`src/rtl/mux8way16_collector.sv`:
```
// mux8way16_collector: 8-to-1 round-robin collector feeding a single registered output.
//
// Ports:
//   clk        - single clock, all state updates on the rising edge
//   reset      - synchronous, active-high reset
//   in_valid   - per-source valid, bit i = channel i (a=0 .. h=7)
//   in_data    - packed source words, channel i at [i*WIDTH +: WIDTH]
//   in_ready   - per-source accept strobe, one-hot or zero
//   out_valid  - output register holds a word
//   out_data   - registered output word
//   out_sel    - index of the source that produced out_data (demux select encoding)
//   out_ready  - sink accepts the word this cycle
module mux8way16_collector #(
   parameter int unsigned WIDTH = 16
) (
   input  logic               clk,
   input  logic               reset,
   input  logic [7:0]         in_valid,
   input  logic [8*WIDTH-1:0] in_data,
   output logic [7:0]         in_ready,
   output logic               out_valid,
   output logic [WIDTH-1:0]   out_data,
   output logic [2:0]         out_sel,
   input  logic               out_ready
);

   logic [2:0]       ptr_q, ptr_d;
   logic             out_valid_q, out_valid_d;
   logic [WIDTH-1:0] out_data_q, out_data_d;
   logic [2:0]       out_sel_q, out_sel_d;

   logic             load;
   logic [15:0]      valid_dbl;
   logic [7:0]       valid_rot;
   logic [2:0]       grant_off;
   logic [2:0]       grant_idx;
   logic             grant_found;
   logic             src_xfer;

   // Output register can accept a word when empty or being drained this cycle.
   assign load = ~out_valid_q | out_ready;

   // Rotate so that bit 0 of valid_rot is channel ptr_q; the lowest set bit wins.
   assign valid_dbl = {in_valid, in_valid} >> ptr_q;
   assign valid_rot = valid_dbl[7:0];

   always_comb begin
      grant_off   = 3'd0;
      grant_found = 1'b0;
      for (int k = 7; k >= 0; k--) begin
         if (valid_rot[k]) begin
            grant_off   = 3'(k);
            grant_found = 1'b1;
         end
      end
   end

   // 3-bit addition wraps modulo 8 naturally.
   assign grant_idx = ptr_q + grant_off;

   assign src_xfer = grant_found & load & ~reset;

   always_comb begin
      in_ready = 8'h00;
      if (src_xfer) begin
         in_ready[grant_idx] = 1'b1;
      end
   end

   always_comb begin
      ptr_d       = ptr_q;
      out_valid_d = out_valid_q;
      out_data_d  = out_data_q;
      out_sel_d   = out_sel_q;
      if (src_xfer) begin
         out_valid_d = 1'b1;
         out_data_d  = in_data[32'(grant_idx) * WIDTH +: WIDTH];
         out_sel_d   = grant_idx;
         ptr_d       = grant_idx + 3'd1;
      end else if (out_valid_q && out_ready) begin
         out_valid_d = 1'b0;
      end
   end

   always_ff @(posedge clk) begin
      if (reset) begin
         ptr_q       <= 3'd0;
         out_valid_q <= 1'b0;
         out_data_q  <= '0;
         out_sel_q   <= 3'd0;
      end else begin
         ptr_q       <= ptr_d;
         out_valid_q <= out_valid_d;
         out_data_q  <= out_data_d;
         out_sel_q   <= out_sel_d;
      end
   end

   assign out_valid = out_valid_q;
   assign out_data  = out_data_q;
   assign out_sel   = out_sel_q;

endmodule

```
`config.mk`:
```
export PLATFORM = sky130hd
export DESIGN_NAME = mux8way16_collector
export DESIGN_NICKNAME = d
export VERILOG_FILES = /design/src/rtl/mux8way16_collector.sv
export SDC_FILE = /design/constraint.sdc
export NUM_CORES = 1
export LEC_CHECK = 0
export ABC_AREA = 1
export BUFFER_PORTS_ARGS = -buffer_cell sky130_fd_sc_hd__buf_2
export CORE_UTILIZATION = 47
export CTS_CLUSTER_SIZE = 12
export DETAILED_ROUTE_END_ITERATION = 6
export PLACE_DENSITY = 0.88
export SKIP_CTS_REPAIR_TIMING = 1
export SLEW_MARGIN = 0
export SYNTH_ARGS = -nofsm -noshare
export SYNTH_HDL_FRONTEND = slang
export SYNTH_SLANG_ARGS = --single-unit
export TNS_END_PERCENT = 5
```
`constraint.sdc`:
```
create_clock -name clk -period 8.4 [get_ports clk]
set_input_delay 0.84 -clock clk [delete_from_list [all_inputs] [get_ports clk]]
set_output_delay 0.84 -clock clk [all_outputs]
set_load 0.05 [all_outputs]
```
; Word-level counts from Yosys, hierarchy flattened
; Index checks and enable logic that the tools add are counted.
[classes]
n_bitwise = 5
muxes = 21
shift = 2
reduce_logical = 3
n_lt_le_gt_ge = 2
n_addsub = 2
[ops]
columns = cell, n
row1 = $shiftx A128 B8 Y16, 1
row2 = $mux W3, 8
row3 = $shr A16 B3 Y8, 1
row4 = $mux W1, 11
row5 = $mux W8, 1
row6 = $lt A3 B4 Y1 const B, 1
row7 = $add A3 B1 Y3 const B, 1
row8 = $add A3 B3 Y3, 1
row9 = $demux W1 S3, 1
row10 = $ge A3 B1 Y1 const B, 1
row11 = $and A1 B1 Y1, 2
row12 = $logic_and A1 B1 Y1, 2
row13 = $not A1 Y1, 2
row14 = $reduce_bool A2 Y1, 1
row15 = $or A1 B1 Y1, 1
[totals]
register_bits = 23

; Logic depth before layout (Yosys ltp)
; Gate-level depths: netlist of run 1.
[logic_depth]
depth_word = 15
mapped_depth = 23
mapped_depth_nobuf = 20

; Worst setup path before layout of run 1
; Ideal clock, no wire load.
[synth_timing]
kind = input-to-output
start = input in_valid[5]
end = output in_ready[6]
path_buffers = 0
path_slack_ns = 4.072
arrival_time_ns = 3.488
cell_stages = 19
required_ns = 7.560
path_cell_list = nand2_1 nand3_1 nand2_1 nand2_1 nand2_1 a21oi_1 o21ai_0 nand2_1 a21boi_0 ha_1 inv_1 fa_1 xor2_1 inv_1 nand3_4 nand2_4 inv_1 nand2_1 nor2_1
[synth_between]
elab_chain_len = 15
elab_cells_between_ends = 26
classes_between = add/sub: 1 / order compare: 2 / shift: 1 / mux: 19 / bitwise: 2 / reduce/logical: 1
[synth_lines]
columns = element, line_no
row1 = from (decl), 18  ; input logic [7:0] in_valid,
row2 = $shr A16 B3 Y8 (*), 44  ; assign valid_dbl = {in_valid, in_valid} >> ptr_q;
row3 = $mux W3 (8 in a row), 51  ; if (valid_rot[k]) begin
row4 = $add A3 B3 Y3, 59  ; assign grant_idx = ptr_q + grant_off;
row5 = $lt A3 B4 Y1 (not written as such) or $ge A3 B1 Y1 (tied branches), 66  ; in_ready[grant_idx] = 1'b1;
row6 = $logic_and A1 B1 Y1 (not written as such), 66
row7 = $mux W1 (not written as such), 66
row8 = $demux W1 S3, 66
row9 = $mux W8 (*), 65  ; if (src_xfer) begin
row10 = to (decl), 20  ; output logic [7:0] in_ready,
; Every way passes the cells marked *; elsewhere a longest branch is shown, timed or not.

; Worst setup path in the final report of run 1
[layout_timing]
start = register ptr_q[0]
end = output in_ready[7]
[layout_between]
elab_chain_len = 15
elab_cells_between_ends = 26
classes_between = add/sub: 1 / order compare: 2 / shift: 1 / mux: 19 / bitwise: 2 / reduce/logical: 1
[layout_lines]
columns = element, line_no
row1 = from (decl), 27  ; logic [2:0] ptr_q, ptr_d;
row2 = from (signal assigned), 92  ; ptr_q <= ptr_d;
row3 = $shr A16 B3 Y8, 44
row4 = $mux W3 (8 in a row), 51
row5 = $add A3 B3 Y3, 59
row6 = $lt A3 B4 Y1 (not written as such) or $ge A3 B1 Y1 (tied branches), 66
row7 = $logic_and A1 B1 Y1 (not written as such), 66
row8 = $mux W1 (not written as such), 66
row9 = $demux W1 S3, 66
row10 = $mux W8 (*), 65
; Marks and branches as above.

==> results of run 1 <==
-- per-layer routing --
metal  wire length (um)  part of all wire, %  vias to the layer above  global-route usage (%)
met5                  0                    0                        -                       0
met4                252                  2.9                        0                   13.58
met3                630                  7.2                       24                   6.217
met2               4203                   48                      168                   55.65
met1               3679                   42                     1576                   37.61
li1                   -                    -                     1815                       -
-- power by group --
| part | total [mW] | internal, mW | switching (mW) |
|---|---|---|---|
| registers | 0.193 | 0.155 | 0.0378 |
| logic | 1.48 | 0.491 | 0.992 |
| clock network | 0.0712 | 0.0332 | 0.0380 |
| total | 1.75 | 0.679 | 1.07 |
-- cell families (layout without fill, tap and decap cells) --
kind of cell	Yosys count	in the layout	share of synthesized area (%)
xor gates and xnor gates	1	1	0.3417
AOI/OAI and AO/OA	91	91	21.86
other	0	1	0
adders and majority gates	3	3	1.757
buffers and inverters	65	202	11.27
DFF	23	23	17.96
and+or+nand+nor	276	276	46.80
-- stage by stage --
stage               power, mW  setup WS, ns  std cells  utilization [%]  hold WS (ns)
floorplan               1.393         4.072        459                -        0.6100
global placement        1.638         3.730        662            64.32        0.4571
detailed placement      1.661         3.599        662            64.32        0.4618
CTS                     1.736         3.552        666            65.22        0.4746
global route            1.945         3.196        667            65.26        0.4900
finish                  1.747         3.498        667            65.26        0.4742
-- cell type report --
type	instances	area share, %
clock buffers	3	1.223
inverters	30	3.447
clock inverters	1	0.1483
well taps	70	2.595
repair buffers	168	25.06
multi-input cells	371	53.82
flip-flops and latches	23	13.64
diodes	1	0.07413
-- placed cells by master, fill, tap and decap left out, drive strengths merged --
| master | netlist | final |
|---|---|---|
| buf | 14 | 168 |
| inv | 28 | 27 |
| nand2 | 150 | 150 |
| diode | 0 | 1 |
| a32o | 16 | 16 |
| xor2 | 1 | 1 |
| clkbuf | 21 | 3 |
| nor2 | 49 | 49 |
| o21ai | 37 | 37 |
| dfxtp | 23 | 23 |
| a21oi | 20 | 20 |
| ha | 2 | 2 |
| nand3 | 77 | 77 |
| fa | 1 | 1 |
| a21boi | 1 | 1 |
| clkinv | 2 | 4 |
| o22ai | 16 | 16 |
| o21bai | 1 | 1 |
-- flip-flops by register name, indices dropped and copies added (netlist names) --
signal / flops
out_data: 16
out_sel: 3
ptr_q: 3
out_valid: 1
-- worst max path at each step --
stage | end | slack [ns] | depth (start not counted)
final | in_ready[7] | 3.50 | 17
after floorplan | in_ready[6] | 4.07 | 19
after CTS | in_ready[3] | 3.55 | 17
after detailed placement | in_ready[3] | 3.60 | 17
after global routing | in_ready[3] | 3.20 | 17
after global placement | in_ready[3] | 3.73 | 17
-- worst reg2reg max path: cells and delay by family (launching register included) --
kind                     cells  cell delay (ns)
flip-flops                   1             0.60
adder cells (fa/ha/maj)      2             1.13
AND/OR/NAND/NOR              9             0.79
buffers and inverters        4             1.09
AO/OA/AOI/OAI                5             0.74
==> results.json, run 1 <==
{
  "finalHoldViolCount": 0,
  "crit_path_frequent_cell": "nand2_1",
  "syn-num-nets": 601,
  "holdPathStages": 2,
  "yosys_register_bits": 23,
  "vias": 3583,
  "via_per_inst": 5.372,
  "synth.distinct_cells": 29,
  "cts-root-buf": "clkbuf_8",
  "antenna_found_initial": 1,
  "cts.reportedPaths.clkPinSlew_ns": 0.08,
  "min_period_ns": 4.902,
  "reg2reg_from": "ptr_q[0]",
  "coreArea_mm2": 0.005172,
  "routed_wl_mm": 8.765,
  "tightest_slew_ns": 1.066,
  "synth_top_area_share_pct": 20.06,
  "ios": 167,
  "clockBufferDepth": 2,
  "ff2ff_setup_slack_ns": 3.95,
  "die_h_um": 75.86,
  "multi_input_area_mm2": 0.001817,
  "dp_hpwl_mm": 6.723,
  "critical_path_class": "reg -> out",
  "wl_per_cell_um": 13.14,
  "drc_errors": 0,
  "clock_latency_ns": 0.27,
  "nFillCells": 509,
  "syn-mean-instance-area_um2": 5.585,
  "synth-edff-count": 0,
  "status": "finished clean",
  "synth_warnings": 0,
  "leakagePower_nw": 1.853,
  "rsz0062_at_grt": "no",
  "die_width_um": 75.86,
  "grt_max_degree": 68,
  "crit_fanout": 19,
  "fmax_mhz": 204.0,
  "syn2layout_area_growth_pct": 31.67,
  "synthArstFlopShare_pct": 0,
  "min_to": "out_sel[0]",
  "cap_viol_max_count": 0,
  "seq_area_um2": 460.4,
  "fin_skew_ns": 0.002052,
  "reg2regPathDepth": 20,
  "io_buffers": 166,
  "crit_start": "ptr_q[0]",
  "ant_nets": 0,
  "cp_slowest_cell": "fa_1",
  "slowest_delay_ns": 0.93,
  "grt_pass1_vias": 3270,
  "drtIter0Drc": 276,
  "numCtsBuffers": 3,
  "seq_area_frac_synth_pct": 17.96,
  "period_share_pct": 58.36,
  "placedInstanceArea_mm2": 0.003327,
  "synthFlopType": "dfxtp_1",
  "synth_largest_area_cell": "nand2_1",
  "cts_tree": "yes",
  "final_max_slew_viol_count": 0,
  "grt.total_usage_pct": 31.78,
  "ir_worst_vdd_v": 0.0002833,
  "finalInstanceArea_mm2": 0.003376,
  "min_from": "out_sel[0]",
  "power_density_mw_per_mm2": 517.4,
  "startpoint_type": "register",
  "path_delay_family": "adder cells",
  "grt_remaining_overflow": 0,
  "synth.area.top_cells": "nand2_1 (20%), dfxtp_1 (18%), nand3_1 (15%)",
  "setup_viol": 0,
  "dieArea_mm2": 0.005754,
  "cts_max_level": 1,
  "clkSinkCount": 23,
  "critPathCaptureType": "primary output",
  "syn_area_mm2": 0.002564,
  "r2r-end": "out_data[0]",
  "slew_headroom_pct": 28.90,
  "start_util_pct": 49.56,
  "cp.arrival_ns": 4.06,
  "grt_pass1_wl_mm": 14.17,
  "hp-class": "reg -> reg",
  "synth_common_cells": "nand2_1 (137), nand3_1 (75), nor2_1 (48)",
  "finalSetupTns_ns": 0,
  "cp_num_buf_inv": 4,
  "cp.required_ns": 7.56,
  "postSynthCellCount": 459,
  "gp_congestion": 0.8643,
  "drive_gt1_share_pct": 32.21,
  "nets": 739,
  "path_cells": "inv_4 -> nand2_2 -> nand3_1 -> nand2_1 -> nand2_1 -> nand2_1 -> a21oi_1 -> o21ai_0 -> nand2_1 -> a21boi_0 -> ha_2 -> inv_1 -> fa_1 -> clkinv_1 -> nand2_1 -> nor2_1 -> buf_2",
  "synth_most_common_cell": "nand2_1",
  "rows": 26,
  "drt_first_pass_iters": 5
}
Power figures use the tool's default switching activity.
==> run 2: changes to the inputs <==
--- a/config.mk
+++ b/config.mk
@@ -7,10 +7,10 @@
 export LEC_CHECK = 0
 export ABC_AREA = 1
 export BUFFER_PORTS_ARGS = -buffer_cell sky130_fd_sc_hd__buf_2
-export CORE_UTILIZATION = 47
+export CORE_UTILIZATION = 39
 export CTS_CLUSTER_SIZE = 12
 export DETAILED_ROUTE_END_ITERATION = 6
-export PLACE_DENSITY = 0.88
+export PLACE_DENSITY = 0.78
 export SKIP_CTS_REPAIR_TIMING = 1
 export SLEW_MARGIN = 0
 export SYNTH_ARGS = -nofsm -noshare
==> constraint.sdc (replaced) <==
create_clock -name clk -period 4 [get_ports clk]
set_input_delay 0.4 -clock clk [delete_from_list [all_inputs] [get_ports clk]]
set_output_delay 0.4 -clock clk [all_outputs]
set_load 0.05 [all_outputs]
==> run 2 against run 1 <==
  * Worst hold slack got worse by 0.15 ns
  * Combinational power up 120%
  * First-iteration DRC count shrank 45%
  * Sequential cell count is the same
  * Total power up 120%
  * Cell count up 2.5%
  * Critical endpoint unchanged
  * Largest cell class unchanged
==> results.json, run 2 (synthesized netlist as in run 1, its figures left out) <==
{
  "grt_pass1_vias": 3411,
  "nFillCells": 678,
  "drive_gt1_share_pct": 33.66,
  "cp.required_ns": 3.60,
  "dieArea_mm2": 0.006901,
  "ir_worst_vdd_v": 0.0005110,
  "ff2ff_setup_slack_ns": 0.92,
  "fmax_mhz": 274.2,
  "grt.total_usage_pct": 26.54,
  "min_to": "ptr_q[0]",
  "gp_congestion": 0.8829,
  "critical_path_class": "reg -> out",
  "status": "finished clean",
  "min_from": "reset",
  "slowest_delay_ns": 0.43,
  "place_inst": 677,
  "tightest_slew_ns": 0.6496,
  "finalCoreUtilization_pct": 54.80,
  "vias": 3634,
  "antenna_found_initial": 1,
  "die_h_um": 83.08,
  "drtIter0Drc": 153,
  "grt_remaining_overflow": 0,
  "critPathCaptureType": "primary output",
  "ant_nets": 0,
  "min_period_ns": 3.646,
  "routed_wl_mm": 9.197,
  "period_share_pct": 91.16,
  "rows": 29,
  "startpoint_type": "register",
  "clockBufferDepth": 2,
  "via_per_inst": 5.313,
  "setup_viol": 0,
  "nets": 749,
  "reg2reg_from": "ptr_q[0]",
  "cap_viol_max_count": 0,
  "final_cell_mix": "buf_2 (163), nand2_1 (137), nand3_1 (75)",
  "finalHoldViolCount": 0,
  "wl_per_cell_um": 13.45,
  "ios": 167,
  "grt_max_degree": 41,
  "dp_hpwl_mm": 7.208,
  "placedInstanceArea_mm2": 0.003396,
  "reg2regPathDepth": 20,
  "start_util_pct": 40.37,
  "coreArea_mm2": 0.006350,
  "r2r-end": "out_data[13]",
  "holdPathStages": 2,
  "cts_max_level": 1,
  "cts.reportedPaths.clkPinSlew_ns": 0.09,
  "fin_cells": 684,
  "io_buffers": 166,
  "power_density_mw_per_mm2": 1095,
  "final_max_slew_viol_count": 0,
  "cts_tree": "yes",
  "grt_pass1_wl_mm": 15.23,
  "cp_slowest_cell": "dfxtp_4",
  "drt_first_pass_iters": 4,
  "syn2layout_area_growth_pct": 35.72,
  "finalInstanceArea_mm2": 0.003480,
  "rsz0062_at_grt": "no",
  "crit_fanout": 11,
  "path_cells": "inv_4 -> nand2_2 -> nand3_1 -> nand2_1 -> nand2_1 -> nand2_1 -> a21oi_1 -> o21ai_0 -> nand2_1 -> a21boi_1 -> ha_2 -> inv_1 -> fa_1 -> xor2_2 -> inv_1 -> nand3_4 -> nand2_4 -> inv_1 -> nand2_1 -> nor2_1 -> buf_2",
  "die_width_um": 83.08,
  "fin_skew_ns": 0.008038,
  "cp_num_buf_inv": 5,
  "leakagePower_nw": 1.899,
  "crit_path_frequent_cell": "nand2_1",
  "drc_errors": 0,
  "slew_headroom_pct": 56.65,
  "cp.arrival_ns": 3.25,
  "cts-root-buf": "clkbuf_8",
  "finalSetupTns_ns": 0,
  "numCtsBuffers": 3,
  "mostFrequentLayoutCell": "buf_2",
  "clock_latency_ns": 0.27,
  "hp-class": "in -> reg",
  "path_delay_family": "simple AND/OR/NAND/NOR gates",
  "pre_cts_ws_ns": 0.2114,
  "clkSinkCount": 23,
  "largest_reg_flops": 16,
  "setup_ws_ns": 0.3535
}
-- run 2: through the flow --
step | hold slack (ns) | total power [mW]
floorplan | 0.4691 | 2.926
finish | 0.3229 | 3.810
CTS | 0.3258 | 3.792
global route | 0.3289 | 4.219
global placement | 0.4565 | 3.583
detailed placement | 0.4555 | 3.629
-- run 2: worst max-delay path by stage --
stage	startpoint	slack (ns)	endpoint	cells past startpoint
after global routing	ptr_q[0]	0.02	in_ready[6]	21
after floorplan	ptr_q[0]	0.44	in_ready[6]	21
after detailed placement	ptr_q[0]	0.21	in_ready[4]	21
after CTS	ptr_q[0]	-0.10	in_ready[5]	21
after global placement	ptr_q[0]	0.34	in_ready[6]	21
final	ptr_q[0]	0.35	in_ready[7]	21
-- run 2: report_power, final --
group | internal [mW] | switching (mW)
clock | 0.0711 | 0.0753
combinational | 1.11 | 2.16
sequential | 0.328 | 0.0683
total | 1.50 | 2.31
-- run 2: final cells by class --
cell class                      count  area (um^2)  share of cell area, %
Multi-Input combinational cell    371         1824                  52.43
Timing Repair Buffer              178        928.4                  26.68
Sequential cell                    23        465.4                  13.38
Inverter                           30        117.6                  3.380
Tap cell                           77        96.34                  2.769
Clock buffer                        4        45.04                  1.294
Antenna cell                        1        2.502                0.07192
-- run 2: metal layers --
layer / track usage (%) / vias to the layer above / part of all wire, %
li1: - / 1834 / -
met1: 31.82 / 1639 / 42
met2: 46.20 / 137 / 48
met3: 5.070 / 24 / 6.4
met4: 10.97 / 0 / 3.5
met5: 0 / - / 0
==> run 3: changes to the inputs <==
--- a/config.mk
+++ b/config.mk
@@ -7,6 +7,7 @@
 export LEC_CHECK = 0
 export ABC_AREA = 1
 export BUFFER_PORTS_ARGS = -buffer_cell sky130_fd_sc_hd__buf_2
+export CORE_MARGIN = 1.5
 export CORE_UTILIZATION = 39
 export CTS_CLUSTER_SIZE = 12
 export DETAILED_ROUTE_END_ITERATION = 6
==> constraint.sdc (replaced) <==
create_clock -name clk -period 4 [get_ports clk]
set_input_delay 0.8 -clock clk [delete_from_list [all_inputs] [get_ports clk]]
set_output_delay 0.8 -clock clk [all_outputs]
set_load 0.05 [all_outputs]
==> run 3 against run 2 <==
  * The run now ends with setup timing left
  * Register-to-register slack worse by 0.26 ns
  * Final area is 12% higher
  * Global-route usage decreased by 0.41 points
  * Fmax decreased by 9.1%
  * Sequential power is 1% lower
  * Worst hold slack improved by 0.15 ns
  * Die area increased by 2.4%
  * Routed wire length up 7.5%
  * Setup slack worse by 0.37 ns
  * Largest cell class unchanged
==> results.json, run 3 (synthesized netlist as in run 1, its figures left out) <==
{
  "antenna_found_initial": 0,
  "holdPathStages": 2,
  "dieArea_mm2": 0.007069,
  "drt_first_pass_iters": 5,
  "clockBufferDepth": 2,
  "io_buffers": 166,
  "via_per_inst": 5.380,
  "grt_pass1_wl_mm": 15.40,
  "placedInstanceArea_mm2": 0.003466,
  "slew_headroom_pct": 54.35,
  "cp.required_ns": 3.20,
  "grt.total_usage_pct": 26.13,
  "power_mw": 4.225,
  "crit_path_frequent_cell": "nand2_2",
  "reg2regPathDepth": 20,
  "cap_viol_max_count": 0,
  "vias": 3739,
  "min_period_ns": 4.012,
  "drtIter0Drc": 216,
  "start_util_pct": 40.37,
  "wl_per_cell_um": 14.22,
  "gp_congestion": 0.9377,
  "routed_wl_mm": 9.886,
  "grt_remaining_overflow": 0,
  "cp_slowest_cell": "fa_2",
  "mostFrequentLayoutCell": "buf_2",
  "path_delay_family": "simple AND/OR/NAND/NOR gates",
  "largest_reg_flops": 16,
  "numCtsBuffers": 3,
  "antenna_cells": 0,
  "cp.arrival_ns": 3.21,
  "violations": "setup timing",
  "rows": 29,
  "critPathCaptureType": "primary output",
  "syn2layout_area_growth_pct": 51.34,
  "die_h_um": 84.08,
  "final_cell_mix": "buf_2 (150), nand2_1 (120), nand3_1 (66)",
  "dp_hpwl_mm": 7.347,
  "setup_ws_ns": -0.01169,
  "clkSinkCount": 23,
  "setup_viol": 1,
  "critical_path_class": "in -> out",
  "path_depth": 21,
  "cts_tree": "yes",
  "cts_max_level": 1,
  "slowest_delay_ns": 0.39,
  "pre_cts_ws_ns": -0.2864,
  "fin_skew_ns": 0.005282,
  "status": "finished with violations",
  "cts-root-buf": "clkbuf_8",
  "power_density_mw_per_mm2": 1089,
  "crit_fanout": 4,
  "drive_gt1_share_pct": 41.59,
  "grt_pass1_vias": 3457,
  "coreArea_mm2": 0.006350,
  "drc_errors": 0,
  "finalInstanceArea_mm2": 0.003880,
  "cp_num_buf_inv": 5,
  "nFillCells": 593,
  "nets": 761,
  "startpoint_type": "primary input",
  "ios": 167,
  "ir_worst_vdd_v": 0.0006784,
  "ant_nets": 0,
  "path_cells": "buf_6 -> nand2_2 -> nand3_2 -> nand2_2 -> nand2_2 -> nand2_2 -> a21oi_2 -> o21ai_1 -> nand2_1 -> a21boi_2 -> ha_2 -> inv_2 -> fa_2 -> xor2_2 -> buf_4 -> nand2_4 -> nand2_8 -> inv_6 -> nand2_4 -> nor2_4 -> buf_6",
  "finalHoldViolCount": 0,
  "hp-class": "reg -> reg",
  "period_share_pct": 100.3,
  "die_width_um": 84.08,
  "grt_max_degree": 65,
  "seq_area_um2": 465.4,
  "cts.reportedPaths.clkPinSlew_ns": 0.08,
  "tightest_slew_ns": 0.6840,
  "clock_latency_ns": 0.26,
  "multi_input_area_mm2": 0.002016,
  "rsz0062_at_grt": "yes",
  "fmax_mhz": 249.3,
  "final_max_slew_viol_count": 0,
  "leakagePower_nw": 2.038
}
[run 3: changes by cell type in the layout (fill, tap and decap cells not counted), sizes merged]
| cell | delta |
|---|---|
| diode | -1 |
| clkbuf | -3 |
| clkinv | -1 |
| buf | +15 |
| clkinvlp | +1 |
[run 3: per-stage QoR]
stage	utilization (%)	hold WS (ns)	cells	setup TNS, ns
global placement	54.58	0.4494	682	-0.8474
finish	61.10	0.4715	695	-0.01169
detailed placement	54.58	0.4615	682	-1.683
global route	61.10	0.4898	695	-0.7816
CTS	55.29	0.4761	686	-2.376
floorplan	-	0.6100	459	-0.3095
[run 3: path summary, 6_finish.rpt]
kind / start / to / slack [ns]
hold / removal: out_data[13] / out_data[13] / 0.47
hold reg to reg: out_data[13] / out_data[13] / 0.47
setup / recovery: in_valid[7] / in_ready[5] / -0.01
setup reg to reg: ptr_q[0] / out_data[5] / 0.66
[run 3: layout make-up]
class	count	share of cell area (%)
well taps	77	2.483
repair buffers	190	29.15
multi-input cells	371	51.95
flip-flops and latches	23	12.00
clock buffers	4	1.161
inverters	30	3.257
[run 3: routing by layer]
layer / global-route usage [%] / share of wire, % / vias to the layer above
met1: 31.49 / 40 / 1708
met3: 5.242 / 6.9 / 30
met5: 0 / 0 / -
met4: 11.18 / 3.4 / 0
met2: 44.80 / 50 / 151
li1: - / - / 1850
[run 3: tightest hold or removal path, delay by kind of cell, from the launching register on]
kind,cells,cell delay (ns)
flops,1,0.32
simple gates,2,0.12
[run 3: report_power, final]
part	switching, mW	total, mW	internal (mW)	leakage (nW)
combinational	2.35	3.68	1.34	1.82
clock	0.0781	0.149	0.0711	0.0228
sequential	0.0641	0.392	0.328	0.192
